===== config.mk =====
export PLATFORM = sky130hd
export DESIGN_NAME = tape_recorder
export DESIGN_NICKNAME = d
export VERILOG_FILES = /design/src/rtl/tape_recorder.sv
export SDC_FILE = /design/constraint.sdc
export NUM_CORES = 1
export LEC_CHECK = 0
export CAP_MARGIN = 20
export CORE_ASPECT_RATIO = 0.8
export CORE_MARGIN = 2
export CORE_UTILIZATION = 30
export DETAILED_ROUTE_END_ITERATION = 7
export HOLD_SLACK_MARGIN = 0.05
export PLACE_DENSITY = 0.45
export SLEW_MARGIN = 40
export SYNTH_ARGS = -nofsm -noshare
export SYNTH_HDL_FRONTEND = slang
export SYNTH_SLANG_ARGS = --single-unit

===== constraint.sdc =====
create_clock -name clk_sys -period 4 [get_ports clk_sys]
set_input_delay 0.8 -clock clk_sys [delete_from_list [all_inputs] [get_ports clk_sys]]
set_output_delay 0.8 -clock clk_sys [all_outputs]
set_load 0.1 [all_outputs]

===== src/rtl/tape_recorder.sv =====
// MIC-to-TAP recorder: times mic half-periods in T-states, decodes pilot/sync/data pulses
// and writes each block, prefixed by its 16-bit little-endian length, to the tape region.
module tape_recorder #(
  parameter int unsigned ADDR_W    = 22,
  parameter int unsigned T_GLITCH  = 400,
  parameter int unsigned T_SHORT   = 1280,
  parameter int unsigned T_ONE     = 1940,
  parameter int unsigned T_PILOT   = 2800,
  parameter int unsigned T_GAP     = 7000,
  parameter int unsigned MIN_PILOT = 256
) (
  input  logic              clk_sys,
  input  logic              reset,
  input  logic              ce,
  input  logic              enable,
  input  logic              mic,
  output logic [ADDR_W-1:0] buff_addr,
  output logic [7:0]        buff_dout,
  output logic              buff_wr,
  input  logic              buff_ack,
  output logic [ADDR_W-1:0] tape_size,
  output logic              active,
  output logic              err,
  output logic              overflow
);

  localparam int unsigned SumW = ADDR_W + 17;
  localparam logic [15:0] TGlitch  = 16'(T_GLITCH);
  localparam logic [15:0] TShort   = 16'(T_SHORT);
  localparam logic [15:0] TOne     = 16'(T_ONE);
  localparam logic [15:0] TPilot   = 16'(T_PILOT);
  localparam logic [15:0] TGapM1   = 16'(T_GAP - 1);
  localparam logic [15:0] PilotMin = 16'(MIN_PILOT);
  localparam logic [SumW-1:0] AddrMax = SumW'((64'd1 << ADDR_W) - 64'd1);

  typedef enum logic [2:0] {
    StIdle, StPilot, StSync, StDataA, StDataB, StLenLo, StLenHi
  } state_e;

  typedef enum logic [1:0] {ClsShort, ClsOne, ClsPilot, ClsInvalid} cls_e;

  state_e state_q, state_d;
  cls_e   hp_cls, cls_a_q, cls_a_d;

  logic              mic_q, mic_prev_q, enable_q;
  logic [15:0]       cnt_q, cnt_d, pcnt_q, pcnt_d, len_q, len_d;
  logic [2:0]        bitcnt_q, bitcnt_d;
  logic [6:0]        shift_q, shift_d;
  logic [ADDR_W-1:0] block_start_q, block_start_d, tape_size_q, tape_size_d;
  logic              err_q, err_d, overflow_q, overflow_d;
  logic              wr_q;
  logic [ADDR_W-1:0] addr_q;
  logic [7:0]        dout_q;

  logic              edge_det, hp_valid, gap_hit, end_block;
  logic              wr_req;
  logic [ADDR_W-1:0] wr_addr;
  logic [7:0]        wr_data;
  logic [SumW-1:0]   sum_full;
  logic [ADDR_W-1:0] data_addr;
  logic              ovf_hit;
  logic [7:0]        byte_full;

  // Sub-glitch edges leave the counter running so the real half-period keeps accumulating.
  assign edge_det = mic_q ^ mic_prev_q;
  assign hp_valid = edge_det && (cnt_q >= TGlitch);
  assign gap_hit  = ce && !hp_valid && (cnt_q == TGapM1);

  always_comb begin
    cnt_d = cnt_q;
    if (hp_valid) begin
      cnt_d = '0;
    end else if (ce && (cnt_q != 16'hFFFF)) begin
      cnt_d = cnt_q + 16'd1;
    end
  end

  always_comb begin
    if (cnt_q < TShort)      hp_cls = ClsShort;
    else if (cnt_q < TOne)   hp_cls = ClsOne;
    else if (cnt_q < TPilot) hp_cls = ClsPilot;
    else                     hp_cls = ClsInvalid;
  end

  assign sum_full  = SumW'(block_start_q) + SumW'(len_q) + SumW'(2);
  assign data_addr = sum_full[ADDR_W-1:0];
  assign ovf_hit   = (sum_full + SumW'(1)) > AddrMax;
  assign byte_full = {shift_q, hp_cls == ClsOne};

  always_comb begin
    state_d       = state_q;
    cls_a_d       = cls_a_q;
    pcnt_d        = pcnt_q;
    len_d         = len_q;
    bitcnt_d      = bitcnt_q;
    shift_d       = shift_q;
    block_start_d = block_start_q;
    tape_size_d   = tape_size_q;
    err_d         = err_q;
    overflow_d    = overflow_q;
    wr_req        = 1'b0;
    wr_addr       = '0;
    wr_data       = '0;
    end_block     = 1'b0;

    if (!enable) begin
      state_d = StIdle;
    end else begin
      case (state_q)
        StIdle: begin
          if (hp_valid && (hp_cls == ClsPilot) && !overflow_q) begin
            state_d = StPilot;
            pcnt_d  = 16'd1;
          end
        end
        StPilot: begin
          if (hp_valid) begin
            unique case (hp_cls)
              ClsPilot: if (pcnt_q != 16'hFFFF) pcnt_d = pcnt_q + 16'd1;
              ClsShort: state_d = (pcnt_q >= PilotMin) ? StSync : StIdle;
              default:  state_d = StIdle;
            endcase
          end
        end
        StSync: begin
          if (hp_valid) begin
            if (hp_cls == ClsShort) begin
              state_d  = StDataA;
              len_d    = '0;
              bitcnt_d = '0;
            end else begin
              state_d = StIdle;
            end
          end
        end
        StDataA: begin
          if (hp_valid) begin
            if ((hp_cls == ClsShort) || (hp_cls == ClsOne)) begin
              cls_a_d = hp_cls;
              state_d = StDataB;
            end else begin
              end_block = 1'b1;
            end
          end else if (gap_hit) begin
            end_block = 1'b1;
          end
        end
        StDataB: begin
          if (hp_valid) begin
            if (hp_cls != cls_a_q) begin
              err_d     = 1'b1;
              end_block = 1'b1;
            end else begin
              shift_d  = byte_full[6:0];
              bitcnt_d = bitcnt_q + 3'd1;
              state_d  = StDataA;
              if (bitcnt_q == 3'd7) begin
                if (ovf_hit) begin
                  overflow_d = 1'b1;
                  state_d    = StIdle;
                end else begin
                  // Only one write may be outstanding; a collision loses the byte.
                  if (wr_q) begin
                    err_d = 1'b1;
                  end else begin
                    wr_req  = 1'b1;
                    wr_addr = data_addr;
                    wr_data = byte_full;
                  end
                  len_d = len_q + 16'd1;
                end
              end
            end
          end else if (gap_hit) begin
            end_block = 1'b1;
          end
        end
        StLenLo: begin
          if (!wr_q) begin
            wr_req  = 1'b1;
            wr_addr = block_start_q;
            wr_data = len_q[7:0];
            state_d = StLenHi;
          end
        end
        StLenHi: begin
          if (!wr_q) begin
            wr_req        = 1'b1;
            wr_addr       = block_start_q + ADDR_W'(1);
            wr_data       = len_q[15:8];
            block_start_d = data_addr;
            tape_size_d   = data_addr;
            state_d       = StIdle;
          end
        end
        default: state_d = StIdle;
      endcase

      if (end_block) begin
        state_d = (len_q == 16'd0) ? StIdle : StLenLo;
      end

      if (!enable_q) begin
        err_d         = 1'b0;
        block_start_d = '0;
        tape_size_d   = '0;
      end
    end
  end

  always_ff @(posedge clk_sys) begin
    if (reset) begin
      mic_q         <= 1'b0;
      mic_prev_q    <= 1'b0;
      enable_q      <= 1'b0;
      cnt_q         <= '0;
      state_q       <= StIdle;
      cls_a_q       <= ClsShort;
      pcnt_q        <= '0;
      len_q         <= '0;
      bitcnt_q      <= '0;
      shift_q       <= '0;
      block_start_q <= '0;
      tape_size_q   <= '0;
      err_q         <= 1'b0;
      overflow_q    <= 1'b0;
      wr_q          <= 1'b0;
      addr_q        <= '0;
      dout_q        <= '0;
    end else begin
      mic_q         <= mic;
      mic_prev_q    <= mic_q;
      enable_q      <= enable;
      cnt_q         <= cnt_d;
      state_q       <= state_d;
      cls_a_q       <= cls_a_d;
      pcnt_q        <= pcnt_d;
      len_q         <= len_d;
      bitcnt_q      <= bitcnt_d;
      shift_q       <= shift_d;
      block_start_q <= block_start_d;
      tape_size_q   <= tape_size_d;
      err_q         <= err_d;
      overflow_q    <= overflow_d;
      if (wr_req) begin
        wr_q   <= 1'b1;
        addr_q <= wr_addr;
        dout_q <= wr_data;
      end else if (wr_q && buff_ack) begin
        wr_q <= 1'b0;
      end
    end
  end

  assign buff_addr = addr_q;
  assign buff_dout = dout_q;
  assign buff_wr   = wr_q;
  assign tape_size = tape_size_q;
  assign active    = (state_q != StIdle);
  assign err       = err_q;
  assign overflow  = overflow_q;

endmodule


==> summary.txt, run 1 <==
outcome: finished with violations
failing checks: negative setup slack
GR Overflow Total: 0
I/O Buffers: 61
crit end category: register
Total GRT Usage: 20.97%
minimum clock period: 4.416 ns
fin nets: 1,281
crit path launch type: register
CP required: 4.34 ns
Worst Hold Slack: 0.4603 ns
post-route ant nets: 0
H-tree Lvls: 4
CP arrival: 4.75 ns
RSZ-0062 raised after global routing: true
PD cells: 251.9 mW/mm^2
vias in the first global route: 8,035
Die W: 189.2 um
Fin. Hold Viols: 0
Final Cycle Share: 110.4%
post-synthesis cell count: 1,040
# placed instances: 1,554
final worst setup slack: -0.4165 ns
Max Cap Viol: 0
first-pass GRT wire length: 47,220 um
DRT iter0 DRCs: 647
number of top-level pins: 62
Layout Skew: 0.01294 ns
Post-DP Area: 0.01010 mm^2
Synth cell types: 78
CTS tree: yes
Starting Density: 30.37%
FILL cells: 2,760
WL/cell: 19.02 um
clk sink count: 121
CTS Hold Bufs: 0
critical-path maximum fanout: 8
Reg area: 0.002450 mm^2
worst skew pair latency: 0.43 ns
R2R Setup Slk: -0.42 ns
area of the multi-input gates: 0.005882 mm^2
Worst-path clk slew: 0.06 ns
Worst Tran Pin Value: 0.8155 ns
Sum Neg Setup Slack: -17.23 ns
asr flop ratio synth: 0%
fin util: 41.65%
largest cells by area after synthesis: dfxtp_1 (29%), ha_1 (6.5%), nor2_1 (4.9%)
top cell type's share of synthesized area: 29.44%
Fmax: 226.4 MHz
full die area: 0.02878 mm^2
die height: 152.1 um
yosys warns: 0
Reg2Reg Depth: 20
Design Area, Final: 0.01128 mm^2
cts bufs inserted: 17
Placeable Area: 0.02709 mm^2
Detail Placement HPWL: 22,680 um
number of synthesized flops with an enable pin: 0
CTS max path bufs: 2
worst r2r dst: buff_addr[1]
ant diodes: 0
DRT Wirelength: 30,580 um
Mapped Area: 0.008228 mm^2
Vias per Instance: 5.426
DRC Markers: 0
Yosys top cell by area: dfxtp_1
vias: 8,725
Hold Crit Depth: 2
Mapped Nets: 1,090
final setup fails: 51
critical path class: reg2reg
number of synthesized register bits: 121
Slew Viols, Final: 0
Finished Layout Cells: 1,608
Worst VDD drop: 0.2759 mV
sequential area share after synthesis: 29.44%
share of cells above drive strength 1: 31.03%
initial antenna violation count: 0
max_slew headroom: 45.43%
Primary FF master, synth: dfxtp_1
Setup WS pre-CTS: -0.4183 ns
Hold Crit Endpoint: bitcnt_q[1]
1st-pass router iterations: 7
pin count of the biggest net entering global routing: 58
gpl congestion: 0.8868
Layout area overhead: 37.15%
Avg Cell Area, Syn: 7.911 um^2
R2R Path Start: tape_size[1]
Leakage: 4.548 nW
HP Class: reg2reg
hold_sp: bitcnt_q[1]
CTS root buf: clkbuf_16
FP Rows: 54
Pwr Total: 2.842 mW
-- worst max path at each step --
stage                     cells after the start         start            end
final                                        20  tape_size[1]   buff_addr[1]
after global routing                         19  tape_size[1]   buff_dout[2]
after CTS                                    20  tape_size[1]   buff_dout[2]
after detailed placement                     20      len_q[1]  buff_addr[10]
after global placement                       20      len_q[1]  buff_addr[12]
after floorplan                              16  tape_size[1]   buff_addr[4]
-- layer usage --
metal / vias up / routed length (um) / global-route usage [%]
met1: 4153 / 16310 / 33.77
met2: 255 / 11870 / 27.68
met3: 19 / 2133 / 4.759
met5: - / 0 / 0
li1: 4298 / - / -
met4: 0 / 273 / 3.869
-- worst max-delay path, cell delays in order (launching register included) --
cell	delay (ns)
dfxtp_4	0.34
inv_2	0.04
ha_4	0.25
inv_2	0.04
ha_4	0.15
fa_2	0.33
a21o_1	0.20
a221oi_4	0.31
buf_12	0.16
o211ai_1	0.22
nand4_1	0.22
nand4_1	0.28
o32ai_2	0.37
a21oi_2	0.11
nor4_4	0.26
buf_4	0.17
a2111oi_4	0.06
buf_6	0.16
or2_4	0.31
buf_12	0.16
a311oi_2	0.18
-- cell families after synthesis --
group           synth area share [%]
buf+inv                        4.425
simple gates                   25.68
compound gates                 26.98
flops                          29.44
mux                            2.342
fa+ha+maj                      6.782
xor+xnor                       4.349
-- Yosys cell counts, drive strengths merged (13+ instances only) --
cell	n
and3	25
nand2	83
o21ai	69
or3	21
a21oi	64
inv	28
a211oi	32
nor2	107
clkbuf	54
nor4	13
a22oi	24
xor2	22
and2	13
a31oi	28
xnor2	18
nor3	51
ha	43
nand4	31
mux2i	17
dfxtp	121
nand3	33
-- layout make-up --
cell class / instances / share of cell area, %
multi-input cells: 829 / 52.12
flip-flops and latches: 121 / 21.71
repair buffers: 234 / 15.92
well taps: 364 / 4.036
clock buffers: 19 / 4.014
clock inverters: 13 / 1.264
inverters: 28 / 0.9314
-- power by group --
part / switching (mW) / leakage [nW] / total [mW] / internal [mW]
sequential: 0.00320 / 0.984 / 1.21 / 1.21
clock: 0.623 / 0.290 / 1.58 / 0.955
combinational: 0.0398 / 3.27 / 0.0545 / 0.0147
-- registers in the layout, summed over array words and instances, names as in the netlist --
signal / cells
cnt_q: 16
cls_a_q: 2
enable_q: 1
err: 1
state_q: 3
len_q: 16
bitcnt_q: 3
buff_dout: 8
buff_addr: 22
shift_q: 7
buff_wr: 1
tape_size: 22
mic_q: 1
overflow: 1
pcnt_q: 16
mic_prev_q: 1
-- repair_timing --
| action | in CTS | in global routing |
|---|---|---|
| endpoints found under the setup margin | 51 | 51 |
| setup buffers | 11 | 8 |
| cloned | 3 | 2 |
| pin swaps | 29 | 7 |
| resized for setup | 58 | 27 |
-- layout by cell type (no fill, tap or decap), drive strengths merged, types with 7 or more instances in the layout --
cell type	Yosys	final
nand3	33	33
a21o	7	7
a211oi	32	32
a31oi	28	28
a21boi	7	7
dfxtp	121	121
nor4	13	13
and3	25	25
clkbuf	54	21
xnor2	18	18
and2	13	13
mux2i	17	17
a21oi	64	64
o31ai	8	8
or3	21	21
inv	28	31
ha	43	43
a41oi	11	11
nor2	107	107
nor3	51	51
xor2	22	22
nand2b	7	7
a22oi	24	24
nand2	83	83
nand4	31	31
buf	9	228
o21ai	69	69
No activity file was read; power rests on OpenSTA's default activity.
==> run 2, diff against run 1 <==
- REMOVE_ABC_BUFFERS: unset -> 1
==> run 2 against run 1 <==
  * The flow still finishes with violations (negative setup slack)
  * Clock power grew 5%
  * Core utilization grew 0.68 points
  * Flip-flop and latch count is the same
  * Total power grew 2.9%
  * Setup slack gained 0.12 ns
  * Die area is the same
  * Worst hold slack gained 0.0039 ns
==> summary.txt, run 2 (synthesis results as in run 1) <==
outcome: finished with violations
failing checks: negative setup slack
cts bufs inserted: 17 (unchanged)
critical-path maximum fanout: 9 (+1)
final worst setup slack: -0.2927 ns (+0.1238 ns)
Sw Ratio: 23.30% (-0.13 points)
worst skew pair latency: 0.44 ns (about the same)
minimum clock period: 4.293 ns (-0.1238 ns)
CP required: 4.34 ns (about the same)
vias: 8,717 (-0.092%)
Hold Crit Depth: 2 (unchanged)
Layout Skew: 0.01237 ns (-0.0005679 ns)
worst r2r dst: buff_addr[1]
Total GRT Usage: 21.31% (+0.34 points)
Sw Pwr: 681.7 uW (+2.4%)
max_slew headroom: 54.80% (+9.4 points)
crit path from: tape_size[1]
H-tree Lvls: 4 (unchanged)
Worst-path clk slew: 0.06 ns (about the same)
initial antenna violation count: 1 (+1)
GR Overflow Total: 0 (unchanged)
vias in the first global route: 8,168 (+1.7%)
1st-pass router iterations: 5 (-2)
WL/cell: 19.09 um (+0.36%)
Final Cycle Share: 107.3% (-3.1 points)
number of top-level pins: 62 (unchanged)
Int Pwr: 2.244 mW (+3.1%)
final setup fails: 51 (unchanged)
I/O Buffers: 61 (unchanged)
share of cells above drive strength 1: 31.57% (+0.54 points)
Reg2Reg Depth: 20 (unchanged)
full die area: 0.02878 mm^2 (unchanged)
RSZ-0062 raised after global routing: true
most common cell after layout, fill and taps aside: buf_4
Fin. Hold Viols: 0 (unchanged)
Layout area overhead: 39.39%
Fmax: 233.0 MHz (+2.9%)
Hold Crit Endpoint: bitcnt_q[1]
DRC Markers: 0 (unchanged)
PD cells: 255.1 mW/mm^2 (+1.3%)
R2R Setup Slk: -0.29 ns (+0.12 ns)
DRT Wirelength: 30,790 um (+0.67%)
Placeable Area: 0.02709 mm^2 (unchanged)
most frequent cells in the layout: buf_4 (155), dfxtp_1 (119), nor2_1 (105)
Post-DP Area: 0.009912 mm^2 (-1.9%)
HP Class: reg2reg
post-route ant nets: 0 (unchanged)
Max Cap Viol: 0 (unchanged)
CTS root buf: clkbuf_16
Starting Density: 30.37% (unchanged)
crit end category: register
R2R Path Start: tape_size[1]
CP arrival: 4.63 ns (-0.12 ns)
Design Area, Final: 0.01147 mm^2 (+1.6%)
Sum Neg Setup Slack: -12.03 ns (+5.192 ns)
pin count of the biggest net entering global routing: 45 (-22%)
Worst VDD drop: 0.2872 mV (+4.1%)
Leakage: 4.551 nW (about the same)
fin nets: 1,285 (+0.31%)
Gate power share: 1.8% (about the same)
Slew Viols, Final: 0 (unchanged)
Clock Power Share: 56.7% (+1.2 points)
crit path launch type: register
die height: 152.1 um (unchanged)
Die W: 189.2 um (unchanged)
Detail Placement HPWL: 22,260 um (-1.8%)
Worst Tran Pin Value: 0.6739 ns (-0.1416 ns)
critical path class: reg2reg
gpl congestion: 0.8532 (-3.8%)
CTS max path bufs: 2 (unchanged)
hold_sp: bitcnt_q[1]
FP Rows: 54 (unchanged)
Vias per Instance: 5.404 (-0.40%)
clk sink count: 121 (unchanged)
first-pass GRT wire length: 48,000 um (+1.6%)
sequential power share: 41.4% (-1.2 points)
DRT iter0 DRCs: 763 (+18%)
CTS tree: yes
-- run 2: cell count changes in the layout (fill, tap and decap cells not counted), sizes merged --
cell and change:
or2 +3, inv -1, clkinv -2, clkbuf +2, diode +1, clkinvlp +1
buf -1, bufinv +1, a211oi +1
-- run 2: how the worst max path moves through the flow --
stage | endpoint | slack (ns) | cells past startpoint
after floorplan | buff_addr[0] | -1.74 | 16
after global placement | buff_addr[1] | -0.46 | 17
after detailed placement | buff_addr[0] | -0.54 | 17
after CTS | buff_addr[1] | -0.24 | 20
after global routing | buff_dout[3] | -0.50 | 20
final | buff_addr[1] | -0.29 | 20
-- run 2: worst max-delay path: stages, from the launching register on --
cell and delay, ns:
dfxtp_2 0.32, inv_1 0.06, ha_4 0.26, inv_2 0.04, ha_4 0.16, fa_2 0.33, a21o_1 0.21, a221oi_4 0.31
buf_12 0.18, xor2_4 0.08, nor4b_2 0.22, buf_4 0.17, or4b_4 0.46, a21boi_2 0.16, o21ai_2 0.08, nor4_4 0.23
buf_6 0.18, a2111oi_4 0.07, buf_6 0.17, or2_4 0.29, a311oi_2 0.23
-- run 2: metal layers --
layer / wire [um] / up-vias / global-route usage, %
li1: - / 4295 / -
met1: 16790 / 4183 / 34.69
met2: 11850 / 214 / 27.82
met3: 1748 / 23 / 3.858
met4: 375 / 2 / 5.208
met5: 20 / - / 0
-- run 2: layout make-up --
class,instances,area [um^2]
inverters,28,105.1
clock inverters,12,165.2
clock buffers,20,456.7
well taps,364,455.4
flip-flops and latches,121,2425
repair buffers,234,1795
diodes,1,2.502
fillers,2767,15630
multi-input cells,833,6063
-- run 2: power groups by stage --
stage	registers (mW)	clock network, mW	logic (mW)
after floorplan	1.24	0	0.0211
after global placement	1.24	0	0.0534
after detailed placement	1.24	0	0.0538
after CTS	1.21	1.70	0.0541
after global routing	1.21	1.74	0.0590
final	1.21	1.66	0.0538
-- run 2: repair_timing --
| item | CTS | global route |
|---|---|---|
| buffers inserted | 10 | 10 |
| gates cloned | 8 | 3 |
| hold buffers | 0 | 0 |
| setup endpoints to repair | 51 | 51 |
| gates resized for setup | 79 | 49 |
| pin swaps | 25 | 16 |
-- run 2: through the flow --
step / power [mW] / setup WS (ns) / hold slack [ns] / instances / utilization [%]
after floorplan: 1.259 / -1.744 / 0.4295 / 977 / -
after global placement: 1.292 / -0.4616 / 0.4458 / 1550 / 37.60
after detailed placement: 1.292 / -0.5420 / 0.4549 / 1550 / 36.58
after CTS: 2.962 / -0.2421 / 0.4673 / 1600 / 40.96
after global routing: 3.014 / -0.4960 / 0.4982 / 1612 / 42.32
final: 2.926 / -0.2927 / 0.4643 / 1613 / 42.33
